### src/rtl/inv_sbox_cipher.sv
// Iterative decryption core for the 3-bit substitution cipher.
// Each RUN cycle applies one round: key XOR, then per-digit inverse substitution.
module inv_sbox_cipher #(
  parameter int unsigned NIBBLES = 4,
  parameter int unsigned ROUNDS  = 4
) (
  input  logic                   clk,
  input  logic                   rst_n,
  input  logic                   in_valid,
  output logic                   in_ready,
  input  logic [3*NIBBLES-1:0]   in_data,
  input  logic [3*NIBBLES-1:0]   key,
  output logic                   out_valid,
  input  logic                   out_ready,
  output logic [3*NIBBLES-1:0]   out_data,
  output logic                   busy
);

  localparam int unsigned W    = 3 * NIBBLES;
  localparam int unsigned CntW = (ROUNDS > 1) ? $clog2(ROUNDS) : 1;

  typedef enum logic [1:0] {StIdle, StRun, StDone} fsm_e;

  fsm_e            fsm_q, fsm_d;
  logic [W-1:0]    state_q, state_d;
  logic [W-1:0]    key_q, key_d;
  logic [CntW-1:0] cnt_q, cnt_d;
  logic [W-1:0]    mix;
  logic [W-1:0]    round_out;

  function automatic logic [2:0] inv_sub(input logic [2:0] d);
    logic [2:0] r;
    case (d)
      3'd0:    r = 3'd0;
      3'd1:    r = 3'd6;
      3'd2:    r = 3'd7;
      3'd3:    r = 3'd5;
      3'd4:    r = 3'd4;
      3'd5:    r = 3'd1;
      3'd6:    r = 3'd2;
      default: r = 3'd3;
    endcase
    return r;
  endfunction

  always_comb begin
    mix       = state_q ^ key_q;
    round_out = '0;
    for (int i = 0; i < int'(NIBBLES); i++) begin
      round_out[3*i +: 3] = inv_sub(mix[3*i +: 3]);
    end
  end

  always_comb begin
    fsm_d   = fsm_q;
    state_d = state_q;
    key_d   = key_q;
    cnt_d   = cnt_q;
    unique case (fsm_q)
      StIdle: begin
        if (in_valid) begin
          state_d = in_data;
          key_d   = key;
          cnt_d   = '0;
          fsm_d   = StRun;
        end
      end
      StRun: begin
        state_d = round_out;
        cnt_d   = cnt_q + CntW'(1);
        if (cnt_q == CntW'(ROUNDS - 1)) fsm_d = StDone;
      end
      StDone: begin
        if (out_ready) fsm_d = StIdle;
      end
      default: fsm_d = StIdle;
    endcase
  end

  always_ff @(posedge clk or negedge rst_n) begin
    if (!rst_n) begin
      fsm_q   <= StIdle;
      state_q <= '0;
      key_q   <= '0;
      cnt_q   <= '0;
    end else begin
      fsm_q   <= fsm_d;
      state_q <= state_d;
      key_q   <= key_d;
      cnt_q   <= cnt_d;
    end
  end

  assign in_ready  = (fsm_q == StIdle);
  assign out_valid = (fsm_q == StDone);
  assign busy      = (fsm_q == StRun) || (fsm_q == StDone);
  assign out_data  = state_q;

endmodule

### config.mk
export PLATFORM = sky130hd
export DESIGN_NAME = inv_sbox_cipher
export DESIGN_NICKNAME = d
export VERILOG_FILES = /design/src/rtl/inv_sbox_cipher.sv
export SDC_FILE = /design/constraint.sdc
export NUM_CORES = 1
export LEC_CHECK = 0
export CORE_MARGIN = 4
export CORE_UTILIZATION = 33
export CTS_CLUSTER_DIAMETER = 30
export CTS_CLUSTER_SIZE = 16
export DETAILED_ROUTE_END_ITERATION = 8
export PLACE_DENSITY = 0.62
export RECOVER_POWER = 100
export REMOVE_ABC_BUFFERS = 1
export SYNTH_ARGS = -nofsm -noshare
export SYNTH_HDL_FRONTEND = slang
export SYNTH_SLANG_ARGS = --single-unit
### constraint.sdc
create_clock -name clk -period 3.5 [get_ports clk]
set_input_delay 0.7 -clock clk [delete_from_list [all_inputs] [get_ports clk]]
set_output_delay 0.7 -clock clk [all_outputs]
set_load 0.05 [all_outputs]
==> flow_summary.toml <==
[status]
status = "finished with violations"
violations = "max-capacitance violations, max-slew violations"

[placement]
dp_hpwl_um = 2592
gp_congestion = 0.7300
placed_area_um2 = 2018
io_buffers = 42

[clock_network]
clock_latency_ps = 270
cts_tree = "done"
ctsLongestPathBuffers = 2
cts-root-buf = "clkbuf_8"
clkSinkCount = 28
cts_inserted_buffers = 3
cts-hold-fix-buffers = 0
htree_levels = 1
post_cts_resized = 0
cts_setup_buffers = 0
path_clk_slew_ps = 90

[layout]
fin_nets = 222
n_antenna_cell = 0
final_common_cell = "dfrtp_1"
final_layout_size_suffix_gt1_share_pct = 10.11
final_util_pct = 46.93
synthToLayoutAreaGrowth_pct = 34.76
layout_common_cells = "dfrtp_1 (28), clkdlybuf4s50_1 (25), dlygate4sd3_1 (17), mux2_2 (14), a21oi_1 (14)"
fin_area_um2 = 2086

[pwr]
ir_drop_v = 0.0002924
power.share.clock_pct = 10.7
p_per_area_nw_per_um2 = 1127
p_leak_nw = 0.8268
intPower_mw = 1.241
power_mw = 2.350
swShare_pct = 47.19
power_frac_seq_pct = 27.0
comb_power_share_pct = 62.3
p_switching_mw = 1.109

[floorplan]
initial_core_util_pct = 34.83
core_um2 = 4444
dieHeight_um = 76.49
die-width_um = 76.49
rows = 24
io_pins = 43
die_area_um2 = 5850

[critical_path]
cp_max_fo = 18
endpoint_kind = "output port"
required_ps = 2800
critPathLaunchType = "flop"
crit_type = "flop to output port"
critPathArrivalTime_ps = 2080

[timing]
rsz0062_at_grt = "false"
tightest_slew_ps = 1532
finalSetupViolCount = 0
slew_headroom_pct = -2.140
clock_skew_ps = 3.330
slew_viol_final = 29
max_freq_ghz = 0.3603
post-route-min-period_ps = 2775
setup_tns_ps = 0
holdWs_ps = 509.9
finalHoldViolations = 0
timing.final.crit_share_pct = 79.29

[synth]
yosys.area_share.simple_pct = 8.569
synth_area_um2 = 1548
yosysWarnings = 0
seq_area_frac_synth_pct = 45.27
ys_ff_latch = 28
synth_enable_flop_cells = 0
synth_mux_area_share_pct = 10.83
async_flop_share_pct = 100.0
synth_xor_area_share_pct = 10.75
synth_top_family_by_area = "compound AO/OA/AOI/OAI gates"
avgSynthCellArea_um2 = 10.53
synth_cell_types = 31
synthAdderAreaFrac_pct = 4.042
synth-compound-area-share_pct = 17.62
synth_cells = 147
synthFlopType = "dfrtp_1"

[route]
drt_iter0_markers = 39
vias_per_cell = 5.179
firstDrtPassIters = 4
wl_um = 3558
wl_per_cell_um = 14.83
ant_nets = 0
drcViolationCount = 0
vias = 1243

[grt]
track_usage_pct = 12.71
grt_max_degree = 29
grt_pass1_vias = 1269
antenna_found_initial = 0
overflow = 0
grt_pass1_wl_um = 6134

[run]
maxCapViolCount = 1

[worst_hold_path]
min_path_type = "flop to flop"
## kinds of logic after synthesis
| kind of cell | count (synthesis) |
|---|---|
| AOI/OAI and AO/OA | 42 |
| muxes | 15 |
| buffers and inverters | 11 |
| adders and majority gates | 5 |
| DFF | 28 |
| and+or+nand+nor | 27 |
| xor gates and xnor gates | 19 |
## registers in the layout, summed over array words and instances (netlist names)
register and flops:
key_q 12, fsm_q 2, cnt_q 2, out_data 12
## critical path: stages (launching register included)
cell and delay [ps]:
dfrtp_1 400, inv_1 120, ha_1 160, buf_4 220, dlygate4sd3_1 900
## cell type report
class | instances | area [µm²]
clock buffer | 3 | 41.29
clock inverter | 1 | 30.03
fill | 413 | 2359
inverter | 4 | 15.01
multi-input combinational | 108 | 802.0
sequential | 28 | 700.7
tap | 52 | 65.06
timing repair buffer | 44 | 431.7
## synth_stat cells, types with 4 or more instances
library cell | n | share of area [%]
nand2_1 | 8 | 1.9
o21ai_0 | 6 | 1.9
inv_1 | 4 | 0.97
mux2_2 | 14 | 10
a21oi_1 | 14 | 4.5
o22ai_1 | 7 | 2.8
dfrtp_1 | 28 | 45
xnor2_1 | 8 | 4.5
nor2_1 | 5 | 1.2
o22a_1 | 7 | 4.0
ha_1 | 5 | 4.0
xor2_1 | 11 | 6.2
## metal layers
layer | GRT usage, % | share of wire [%] | vias to the layer above | wire [µm]
met5 | 0 | 0 | - | 0
met4 | 4.348 | 1.2 | 0 | 41
met3 | 2.600 | 4.1 | 2 | 147
met2 | 21.18 | 49 | 27 | 1726
met1 | 16.35 | 46 | 605 | 1642
li1 | - | - | 609 | -
## power groups by stage
stage / Combinational (mW) / Clock (mW) / Sequential (mW)
final: 1.47 / 0.251 / 0.634
after global routing: 1.62 / 0.270 / 0.660
after CTS: 1.51 / 0.261 / 0.638
after detailed placement: 1.50 / 0 / 0.646
after global placement: 1.47 / 0 / 0.634
after floorplan: 0.905 / 0 / 0.841
## final timing paths
check / startpoint / to / slack, ps / cells after the start
worst max-delay path: fsm_q[1] / in_ready / 720 / 4
worst min-delay path: cnt_q[0] / cnt_q[0] / 510 / 1
worst max register to register: fsm_q[1] / out_data[6] / 1310 / 7
worst min register to register: cnt_q[0] / cnt_q[0] / 510 / 1
max in group asynchronous: rst_n / fsm_q[0] / 1280 / 2
min in group asynchronous: rst_n / out_data[5] / 1330 / 2
## per-stage QoR
| step | std cells | worst slack [ps] |
|---|---|---|
| floorplan | 140 | 1105 |
| global placement | 236 | 1026 |
| detailed placement | 236 | 962.6 |
| CTS | 240 | 784.1 |
| global route | 240 | 656.0 |
| finish | 240 | 724.8 |
(Power assumes the default switching activity.)
